**src/rtl/ax_bx_sequencer_pkg.sv**
```systemverilog
// Shared constants for the AX/BX register machine: default widths,
// opcode values and controller state encoding.
package ax_bx_sequencer_pkg;

    localparam int DATA_W_DEF = 3;
    localparam int ADDR_W_DEF = 4;

    localparam logic [3:0] OP_NOP  = 4'b0000;
    localparam logic [3:0] OP_MOVA = 4'b0001;
    localparam logic [3:0] OP_MOVB = 4'b0010;
    localparam logic [3:0] OP_XCHG = 4'b0011;
    localparam logic [3:0] OP_NOT  = 4'b0100;
    localparam logic [3:0] OP_OR   = 4'b0101;
    localparam logic [3:0] OP_XOR  = 4'b0110;
    localparam logic [3:0] OP_AND  = 4'b0111;
    localparam logic [3:0] OP_ADD  = 4'b1000;
    localparam logic [3:0] OP_INC  = 4'b1001;
    localparam logic [3:0] OP_DEC  = 4'b1010;
    localparam logic [3:0] OP_JMP  = 4'b1011;
    localparam logic [3:0] OP_JZ   = 4'b1100;
    localparam logic [3:0] OP_HLT  = 4'b1111;

    localparam logic [2:0] ST_IDLE  = 3'd0;
    localparam logic [2:0] ST_FETCH = 3'd1;
    localparam logic [2:0] ST_EXEC  = 3'd2;
    localparam logic [2:0] ST_HALT  = 3'd3;
    localparam logic [2:0] ST_ERROR = 3'd4;

endpackage

```
**src/rtl/ax_bx_sequencer_if.sv**
```systemverilog
// Instruction-memory fetch bus: req/addr from the sequencer, ack/data back.
interface ax_bx_sequencer_if #(
    parameter int ADDR_W = 4
);
    logic              req;
    logic [ADDR_W-1:0] addr;
    logic              ack;
    logic [ADDR_W+3:0] data;

    modport master (output req, addr, input ack, data);
    modport slave  (input req, addr, output ack, data);
endinterface

```
**src/rtl/ax_bx_sequencer_alu.sv**
```systemverilog
// Combinational per-opcode datapath for AX/BX. Branch, halt and NOP leave
// the registers untouched; the sequencer owns PC handling for those.
module ax_bx_alu
    import ax_bx_sequencer_pkg::*;
#(
    parameter int DATA_W = DATA_W_DEF
) (
    input  logic [3:0]        opcode,
    input  logic [DATA_W-1:0] ax,
    input  logic [DATA_W-1:0] bx,
    input  logic [DATA_W-1:0] imm,
    output logic [DATA_W-1:0] next_ax,
    output logic [DATA_W-1:0] next_bx,
    output logic              zf_n,
    output logic              cf_n,
    output logic [1:0]        wr_flags,   // [0] writes zf, [1] writes cf
    output logic              illegal
);

    always_comb begin
        next_ax  = ax;
        next_bx  = bx;
        cf_n     = 1'b0;
        wr_flags = 2'b00;
        illegal  = 1'b0;
        case (opcode)
            OP_NOP, OP_JMP, OP_JZ, OP_HLT: ;
            OP_MOVA: begin next_ax = imm; wr_flags = 2'b01; end
            OP_MOVB: next_bx = imm;
            OP_XCHG: begin next_ax = bx; next_bx = ax; wr_flags = 2'b01; end
            OP_NOT:  begin next_ax = ~ax;     wr_flags = 2'b01; end
            OP_OR:   begin next_ax = ax | bx; wr_flags = 2'b01; end
            OP_XOR:  begin next_ax = ax ^ bx; wr_flags = 2'b01; end
            OP_AND:  begin next_ax = ax & bx; wr_flags = 2'b01; end
            OP_ADD: begin
                {cf_n, next_ax} = {1'b0, ax} + {1'b0, bx};
                wr_flags = 2'b11;
            end
            OP_INC: begin
                {cf_n, next_ax} = {1'b0, ax} + (DATA_W+1)'(1);
                wr_flags = 2'b11;
            end
            OP_DEC: begin
                // Borrow out of AX-1 happens exactly when AX was zero.
                cf_n     = (ax == '0);
                next_ax  = ax - DATA_W'(1);
                wr_flags = 2'b11;
            end
            default: illegal = 1'b1;
        endcase
        zf_n = (next_ax == '0);
    end

endmodule

```
**src/rtl/ax_bx_sequencer.sv**
```systemverilog
// Fetch/decode/execute controller: owns PC, IR, AX, BX and flags, fetches
// over the req/ack bus and retires one instruction per EXEC cycle.
module ax_bx_sequencer
    import ax_bx_sequencer_pkg::*;
#(
    parameter int DATA_W   = DATA_W_DEF,
    parameter int ADDR_W   = ADDR_W_DEF,
    parameter int START_PC = 0
) (
    input  logic               clk,
    input  logic               rst,
    input  logic               start,
    ax_bx_sequencer_if.master  imem,
    output logic [DATA_W-1:0]  ax,
    output logic [DATA_W-1:0]  bx,
    output logic               zf,
    output logic               cf,
    output logic               busy,
    output logic               halted,
    output logic               err
);

    logic [2:0]        state_q, state_d;
    logic [ADDR_W-1:0] pc_q,    pc_d;
    logic [ADDR_W+3:0] ir_q,    ir_d;
    logic [DATA_W-1:0] ax_q,    ax_d;
    logic [DATA_W-1:0] bx_q,    bx_d;
    logic              zf_q,    zf_d;
    logic              cf_q,    cf_d;

    logic [3:0]        opcode;
    logic [ADDR_W-1:0] operand;
    logic [ADDR_W-1:0] pc_inc;
    logic [DATA_W-1:0] alu_ax, alu_bx;
    logic              alu_zf, alu_cf, alu_illegal;
    logic [1:0]        alu_wr;

    assign opcode  = ir_q[ADDR_W+3:ADDR_W];
    assign operand = ir_q[ADDR_W-1:0];
    assign pc_inc  = pc_q + ADDR_W'(1);

    ax_bx_alu #(.DATA_W(DATA_W)) u_alu (
        .opcode   (opcode),
        .ax       (ax_q),
        .bx       (bx_q),
        .imm      (operand[DATA_W-1:0]),
        .next_ax  (alu_ax),
        .next_bx  (alu_bx),
        .zf_n     (alu_zf),
        .cf_n     (alu_cf),
        .wr_flags (alu_wr),
        .illegal  (alu_illegal)
    );

    always_comb begin
        state_d = state_q;
        pc_d    = pc_q;
        ir_d    = ir_q;
        ax_d    = ax_q;
        bx_d    = bx_q;
        zf_d    = zf_q;
        cf_d    = cf_q;
        case (state_q)
            ST_IDLE, ST_HALT, ST_ERROR: begin
                if (start) begin
                    state_d = ST_FETCH;
                    pc_d    = ADDR_W'(START_PC);
                end
            end
            ST_FETCH: begin
                if (imem.ack) begin
                    ir_d    = imem.data;
                    state_d = ST_EXEC;
                end
            end
            ST_EXEC: begin
                // Illegal opcodes and HLT freeze PC and registers in place.
                if (alu_illegal) begin
                    state_d = ST_ERROR;
                end else if (opcode == OP_HLT) begin
                    state_d = ST_HALT;
                end else begin
                    state_d = ST_FETCH;
                    ax_d    = alu_ax;
                    bx_d    = alu_bx;
                    if (alu_wr[0]) zf_d = alu_zf;
                    if (alu_wr[1]) cf_d = alu_cf;
                    case (opcode)
                        OP_JMP:  pc_d = operand;
                        OP_JZ:   pc_d = zf_q ? operand : pc_inc;
                        default: pc_d = pc_inc;
                    endcase
                end
            end
            default: state_d = ST_IDLE;
        endcase
    end

    always_ff @(posedge clk or posedge rst) begin
        if (rst) begin
            state_q <= ST_IDLE;
            pc_q    <= ADDR_W'(START_PC);
            ir_q    <= '0;
            ax_q    <= '0;
            bx_q    <= '0;
            zf_q    <= 1'b0;
            cf_q    <= 1'b0;
        end else begin
            state_q <= state_d;
            pc_q    <= pc_d;
            ir_q    <= ir_d;
            ax_q    <= ax_d;
            bx_q    <= bx_d;
            zf_q    <= zf_d;
            cf_q    <= cf_d;
        end
    end

    // req decodes straight from state so an async reset drops it at once.
    assign imem.req  = (state_q == ST_FETCH);
    assign imem.addr = pc_q;
    assign ax        = ax_q;
    assign bx        = bx_q;
    assign zf        = zf_q;
    assign cf        = cf_q;
    assign busy      = (state_q == ST_FETCH) || (state_q == ST_EXEC);
    assign halted    = (state_q == ST_HALT);
    assign err       = (state_q == ST_ERROR);

endmodule

```
**src/flat_wrapper.sv**
```systemverilog
// flat-port wrapper written by rule: the top's interface ports become plain ports
module ax_bx_sequencer_flat import ax_bx_sequencer_pkg::*;
#(
    parameter int DATA_W   = DATA_W_DEF,
    parameter int ADDR_W   = ADDR_W_DEF,
    parameter int START_PC = 0
)
  (clk, rst, start, ax, bx, zf, cf, busy, halted, err, imem_req, imem_addr, imem_ack, imem_data);
  ax_bx_sequencer_if #(.ADDR_W(ADDR_W)) imem_i ();
  input  logic clk;
  input  logic rst;
  input  logic start;
  output logic [DATA_W-1:0] ax;
  output logic [DATA_W-1:0] bx;
  output logic zf;
  output logic cf;
  output logic busy;
  output logic halted;
  output logic err;
  output wire logic [$bits(imem_i.req)-1:0] imem_req;
  output wire logic [$bits(imem_i.addr)-1:0] imem_addr;
  input wire logic [$bits(imem_i.ack)-1:0] imem_ack;
  input wire logic [$bits(imem_i.data)-1:0] imem_data;
  assign imem_req = imem_i.req;
  assign imem_addr = imem_i.addr;
  assign imem_i.ack = imem_ack;
  assign imem_i.data = imem_data;
  ax_bx_sequencer #(.DATA_W(DATA_W), .ADDR_W(ADDR_W), .START_PC(START_PC)) u_core (.clk(clk), .rst(rst), .start(start), .imem(imem_i), .ax(ax), .bx(bx), .zf(zf), .cf(cf), .busy(busy), .halted(halted), .err(err));
endmodule
```
**config.mk**
```make
export PLATFORM = sky130hd
export DESIGN_NAME = ax_bx_sequencer_flat
export DESIGN_NICKNAME = d
export VERILOG_FILES = /design/src/rtl/ax_bx_sequencer_pkg.sv /design/src/rtl/ax_bx_sequencer_if.sv /design/src/rtl/ax_bx_sequencer_alu.sv /design/src/rtl/ax_bx_sequencer.sv /design/src/flat_wrapper.sv
export SDC_FILE = /design/constraint.sdc
export NUM_CORES = 1
export LEC_CHECK = 0
export CAP_MARGIN = 5
export CORE_AREA = 2 2 47 81
export DETAILED_ROUTE_END_ITERATION = 16
export DIE_AREA = 0 0 49 83
export MAX_ROUTING_LAYER = met4
export PLACE_DENSITY = 0.88
export SLEW_MARGIN = 15
export SYNTH_ARGS = -nofsm -noshare
export SYNTH_HDL_FRONTEND = slang
export SYNTH_HIERARCHICAL = 1
export SYNTH_SLANG_ARGS = --single-unit
```
**constraint.sdc**
```tcl
create_clock -name clk -period 4.25 [get_ports clk]
set_input_delay 1.275 -clock clk [delete_from_list [all_inputs] [get_ports clk]]
set_output_delay 1.275 -clock clk [all_outputs]
set_load 0.02 [all_outputs]
```
==> impl_metrics.json, run 1 <==
{
  "synth-seq-area-share": 0.2985,
  "min_period_ns": 3.047,
  "grt_max_degree": 30,
  "status": "completed",
  "finalHoldViolCount": 0,
  "clkTransAtPathRegs_ns": 0.07,
  "syn_area_per_cell_um2": 9.010,
  "coreArea_um2": 3398,
  "slowest_delay_ns": 0.64,
  "top_layer": "met4",
  "final_cell_count_no_fill": 277,
  "diodes": 0,
  "pwr-share-comb": 0.586,
  "clk-insertion-delay-late_ns": 0.26,
  "cp-start-kind": "register",
  "p_leak_uw": 0.0009523,
  "p_sw_frac": 0.4807,
  "grt_pass1_vias": 1626,
  "p_seq_frac": 0.335,
  "p_switching_uw": 794.8,
  "dr_wl_met3_um": 124,
  "clk_path_buf_depth": 2,
  "postRouteWirelength_um": 4261,
  "fin_skew_ns": 0.001414,
  "die-height_um": 83,
  "path_class": "register to output port",
  "report.final.slew_viol_count": 0,
  "crit_path_start": "u_core/state_q[0]$_DFFE_PP0P_",
  "worst_ep_required_time_ns": 2.97,
  "via_per_inst": 6.025,
  "grtUsageTotal": 0.2310,
  "max_freq_mhz": 328.2,
  "cts_tree": "yes",
  "hold_slack_ns": 0.5136,
  "synth_async_sr_flop_share": 1.000,
  "cts_setup_buffers": 0,
  "syn2layout_area_growth_pct": 13.37,
  "relSlewSlack": 0.3431,
  "synth_area_um2": 1928,
  "layout-drive-gt1-share": 0.1336,
  "wl_per_cell_um": 15.38,
  "p_int_uw": 858.7,
  "hold_class": "register to register",
  "drtIter0Drc": 44,
  "cp_cell_sequence": "inv_1, nor3_1, clkdlybuf4s50_1",
  "synth_top_area_cell": "dfrtp_1",
  "yosys_warnings": 6,
  "peakVddDrop_mv": 0.4820,
  "p_per_area_nw_per_um2": 756.4,
  "rsz0062_at_grt": "no",
  "synthAdderAreaFrac": 0.07528,
  "synth-compound-area-share": 0.1700,
  "synthSimpleGateAreaFrac": 0.2635,
  "yosysTopAreaCellShare": 0.2985,
  "grt_pass1_wl_um": 7279,
  "start_util": 0.5674,
  "critPathCaptureType": "output port",
  "htreeDepth": 1,
  "drt-met1-wl_um": 1654,
  "slowest_stage": "clkdlybuf4s50_1",
  "synth_mux_area_frac": 0.08436,
  "synth_cells": 214,
  "detail-route-antenna-nets": 0,
  "firstDrtPassIters": 4,
  "wl_met2_um": 2318,
  "nets": 256,
  "ys_seq_elements": 23,
  "cts_root_buf": "clkbuf_8",
  "n_fill_cell": 292,
  "finalInstanceArea_um2": 2186,
  "antenna_found_initial": 0,
  "synth_edf_count": 0,
  "synth.distinct_cells": 61,
  "setup_tns_ns": 0,
  "synth_xor_area_frac": 0.01817,
  "worst_slew_pin_slew_ns": 0.9854,
  "io_pins": 28,
  "cts_resized": 0,
  "rows": 28,
  "cp.arrival_ns": 1.77,
  "numCtsBuffers": 3,
  "port_buffers": 27,
  "synthTopCellsByCount": "29 x nand2_1, 23 x dfrtp_1, 14 x a21oi_1, 14 x nor2_1, 13 x inv_1",
  "die_x_um": 49,
  "maxCapViolations": 0,
  "hp-start": "u_core/cf$_DFFE_PP0P_",
  "gp_congestion": 0.9605,
  "cp_max_fo": 9,
  "die_area_um2": 4067,
  "synth_top_family_by_area": "simple AND/OR/NAND/NOR gates",
  "cts_hold_buffers": 0,
  "power_frac_clock": 0.079,
  "netlist_top_cells_area": "dfrtp_1 30%, ha_1 6.5%, mux2_2 5.8%",
  "dp_hpwl_um": 3222,
  "postSynthNetCount": 237,
  "synth_flop_cell": "dfrtp_1",
  "num_vias": 1669,
  "dpl-instance-area_um2": 2141,
  "drc": 0,
  "cts.sinks": 23,
  "period_share": 0.7170,
  "grt_overflow": 0,
  "dp_cells": 273,
  "r2r_start": "u_core/ir_q[4]$_DFFE_PP0P_",
  "total_power_uw": 1653,
  "synth.most_common_cell": "nand2_1",
  "setup_viol": 0
}
==> placed cells by master (no fill, tap or decap), types with 2 or more instances in the layout <==
cell type,n
nand2_1,29
clkdlybuf4s50_1,27
dfrtp_1,23
nor2_1,14
a21oi_1,14
inv_1,13
mux2_2,10
ha_1,10
nand2b_1,7
nor3_1,5
mux2i_1,5
nand3b_1,4
nand4_1,4
clkbuf_8,3
nand3_1,3
and3_1,3
o21ai_0,3
xnor2_1,3
a31oi_1,3
and2_1,2
and2_4,2
a21boi_1,2
a211oi_2,2
a211o_1,2
o311ai_1,2
o31ai_1,2
==> cells by family (layout without fill, tap and decap cells) <==
logic type / count (synthesis) / in the layout
AO/OA/AOI/OAI: 44 / 44
XOR/XNOR: 4 / 4
adder cells (fa/ha/maj): 11 / 11
buffers and inverters: 28 / 46
flip-flops: 23 / 23
multiplexers: 15 / 15
AND/OR/NAND/NOR: 89 / 89
==> routing by layer <==
| layer | vias to the layer above | track usage |
|---|---|---|
| met5 | - | - |
| li1 | 792 | - |
| met3 | 18 | 0.02518 |
| met4 | 0 | 0.1143 |
| met2 | 43 | 0.4010 |
| met1 | 816 | 0.2576 |
==> layout make-up <==
| cell class | instances | area, um2 | area share |
|---|---|---|---|
| clock buffers | 4 | 45.04 | 0.02061 |
| inverters | 14 | 52.55 | 0.02404 |
| multi-input cells | 163 | 1179 | 0.5392 |
| flip-flops and latches | 23 | 575.6 | 0.2633 |
| well taps | 45 | 56.30 | 0.02576 |
| repair buffers | 28 | 277.8 | 0.1271 |
==> power groups by stage <==
| stage | clock (uW) | sequential (uW) | combinational [uW] |
|---|---|---|---|
| floorplan | 0 | 442 | 860 |
| global placement | 0 | 548 | 937 |
| detailed placement | 0 | 555 | 965 |
| CTS | 136 | 550 | 969 |
| global route | 145 | 583 | 1060 |
| finish | 131 | 554 | 968 |
==> worst max-delay path: cells and delay by family (launching register included) <==
family	cells	cell delay, ns
flops	1	0.51
simple gates	1	0.23
buf+inv	2	0.77
==> state kept, by name (all words and copies together) (netlist names) <==
register,flops
u_core/ir_q,8
u_core/imem.addr,4
u_core/ax,3
u_core/bx,3
u_core/state_q,3
u_core/cf,1
u_core/zf,1
==> metrics by stage <==
step	utilization	worst slack [ns]
3_3_place_gp	0.6300	1.521
3_5_place_dp	0.6300	1.489
4_1_cts	0.6432	1.195
5_1_grt	0.6432	1.125
6_report	0.6432	1.203
2_1_floorplan	-	1.883
==> path summary, 6_finish.rpt <==
check / slack, ns / cells past startpoint / end
max: 1.20 / 3 / imem_req
min: 0.51 / 1 / u_core/cf$_DFFE_PP0P_
max reg2reg: 1.57 / 5 / u_core/imem.addr[3]$_DFFE_PP0P_
min reg2reg: 0.51 / 1 / u_core/cf$_DFFE_PP0P_
max in group asynchronous: 2.24 / 2 / u_core/bx[1]$_DFFE_PP0P_
min in group asynchronous: 1.48 / 2 / u_core/state_q[1]$_DFFE_PP0P_
Power figures use the tool's default switching activity.
==> inputs of run 2 (changes only) <==
--- a/config.mk
+++ b/config.mk
@@ -6,11 +6,11 @@
 export NUM_CORES = 1
 export LEC_CHECK = 0
 export CAP_MARGIN = 5
-export CORE_AREA = 2 2 47 81
+export CORE_AREA = 2 2 51 88
 export DETAILED_ROUTE_END_ITERATION = 16
-export DIE_AREA = 0 0 49 83
+export DIE_AREA = 0 0 53 90
 export MAX_ROUTING_LAYER = met4
-export PLACE_DENSITY = 0.88
+export PLACE_DENSITY = 0.8
 export SLEW_MARGIN = 15
 export SYNTH_ARGS = -nofsm -noshare
 export SYNTH_HDL_FRONTEND = slang
==> constraint.sdc (replaced) <==
create_clock -name clk -period 2.69 [get_ports clk]
set_input_delay 0.807 -clock clk [delete_from_list [all_inputs] [get_ports clk]]
set_output_delay 0.807 -clock clk [all_outputs]
set_load 0.02 [all_outputs]
==> run 2 against run 1 <==
Compared with the run above:
- sequential share of layout area down 0.72 points
- routed wire length grew 5.4%
- non-clock buffer count is 8 higher
- largest power group unchanged
==> impl_metrics.json, run 2 (synthesis results as in run 1) <==
{
  "status": "completed",
  "min_period_ns": 2.521,
  "fin_skew_ns": 0.002478,
  "cts_tree": "yes",
  "peakVddDrop_mv": 0.8514,
  "final_cell_count_no_fill": 289,
  "wl_per_cell_um": 15.54,
  "relSlewSlack": 0.5751,
  "p_per_area_nw_per_um2": 1208,
  "postRouteWirelength_um": 4492,
  "hold_class": "register to register",
  "cp-start-kind": "register",
  "layout-drive-gt1-share": 0.1667,
  "maxCapViolations": 0,
  "nets": 264,
  "num_vias": 1642,
  "cp_max_fo": 9,
  "port_buffers": 27,
  "cts.sinks": 23,
  "detail-route-antenna-nets": 0,
  "coreArea_um2": 4073,
  "setup_tns_ns": 0,
  "drtIter0Drc": 58,
  "die_x_um": 53,
  "worst_ep_required_time_ns": 1.88,
  "antenna_found_initial": 0,
  "cts_setup_buffers": 0,
  "clk_path_buf_depth": 2,
  "seqCellArea_um2": 576.8,
  "grt_pass1_vias": 1686,
  "p_leak_uw": 0.0009906,
  "rows": 31,
  "largest_reg_flops": 8,
  "syn2layout_area_growth_pct": 16.81,
  "gp_congestion": 1.039,
  "worst_slew_pin_slew_ns": 0.6325,
  "rsz0062_at_grt": "no",
  "htreeDepth": 1,
  "n_fill_cell": 377,
  "firstDrtPassIters": 4,
  "grtUsageTotal": 0.2143,
  "multi_input_area_um2": 1179,
  "period_share": 0.9372,
  "layout_common_cells": "29 x nand2_1, 27 x clkdlybuf4s50_1, 22 x dfrtp_1, 14 x nor2_1, 14 x a21oi_1",
  "dp_cells": 285,
  "path_class": "register to output port",
  "final_common_cell": "nand2_1",
  "drc": 0,
  "critPathCaptureType": "output port",
  "setup_viol": 0,
  "die-height_um": 90,
  "grt_max_degree": 24,
  "finalHoldViolCount": 0,
  "cp.arrival_ns": 1.71,
  "top_register": "u_core/ir_q",
  "report.final.slew_viol_count": 0,
  "dp_hpwl_um": 3476,
  "clkTransAtPathRegs_ns": 0.08,
  "cts_root_buf": "clkbuf_8",
  "clk-insertion-delay-late_ns": 0.26,
  "max_freq_mhz": 396.6,
  "io_pins": 28,
  "die_area_um2": 4770,
  "via_per_inst": 5.682,
  "start_util": 0.4734,
  "numCtsBuffers": 3,
  "grt_pass1_wl_um": 7624,
  "grt_overflow": 0,
  "diodes": 0
}
==> run 2: cell types whose count changed in the layout (fill, tap and decap cells not counted), sizes merged <==
| cell | previous run | this run |
|---|---|---|
| buf | 1 | 9 |
==> run 2: where the power goes <==
part / total [uW] / leakage [uW] / switching (uW) / internal [uW]
combinational: 1810 / 0.000678 / 981 / 834
sequential: 693 / 0.000290 / 208 / 485
clock: 214 / 0.0000228 / 108 / 106
==> run 2: worst max-delay path, cell delays in order (launching register included) <==
cell and delay, ns:
dfrtp_2 0.45, inv_1 0.10, nor3_1 0.25, clkdlybuf4s50_1 0.65
==> run 2: area by class of cell <==
cell class	count	share of cell area
multi-input cells	163	0.5233
flip-flops and latches	23	0.2561
repair buffers	36	0.1500
well taps	49	0.02722
inverters	14	0.02333
clock buffers	4	0.02000
==> run 2: worst paths after layout <==
kind	depth (start not counted)	endpoint	startpoint	slack (ns)
worst min-delay path	1	u_core/ir_q[3]$_DFFE_PP0P_	u_core/ir_q[3]$_DFFE_PP0P_	0.52
max in group asynchronous	3	u_core/state_q[0]$_DFFE_PP0P_	rst	1.56
worst min register to register	1	u_core/ir_q[3]$_DFFE_PP0P_	u_core/ir_q[3]$_DFFE_PP0P_	0.52
min in group asynchronous	3	u_core/ir_q[6]$_DFFE_PP0P_	rst	0.88
worst max-delay path	3	imem_req	u_core/state_q[0]$_DFFE_PP0P_	0.17
worst max register to register	8	u_core/zf$_DFFE_PP0P_	u_core/ax[0]$_DFFE_PP0P_	0.39
==> run 2: repair_timing <==
action | 4_1_cts | 5_1_grt
hold buffers | 0 | 0
resized for setup | 0 | 1
endpoints found under the setup margin | 0 | 1
==> run 2: metrics by stage <==
stage	worst slack (ns)	hold WS, ns	cell area, um2	total power [uW]	util
floorplan	0.4716	0.4720	1928	2057	-
global placement	0.4477	0.4882	2206	2460	0.5416
detailed placement	0.3718	0.5024	2206	2499	0.5416
CTS	0.06364	0.5201	2251	2720	0.5527
global route	0.1029	0.5461	2252	2936	0.5530
finish	0.1689	0.5165	2252	2721	0.5530
==> run 2: metal layers <==
metal  part of all wire  up-vias  GRT usage  wire length (um)
met3              0.035       13    0.01163               156
met5                  0        -          -                 0
met1               0.38      777     0.2240              1693
met4              0.039        0     0.1068               176
met2               0.55       42     0.3844              2465
li1                   -      810          -                 -
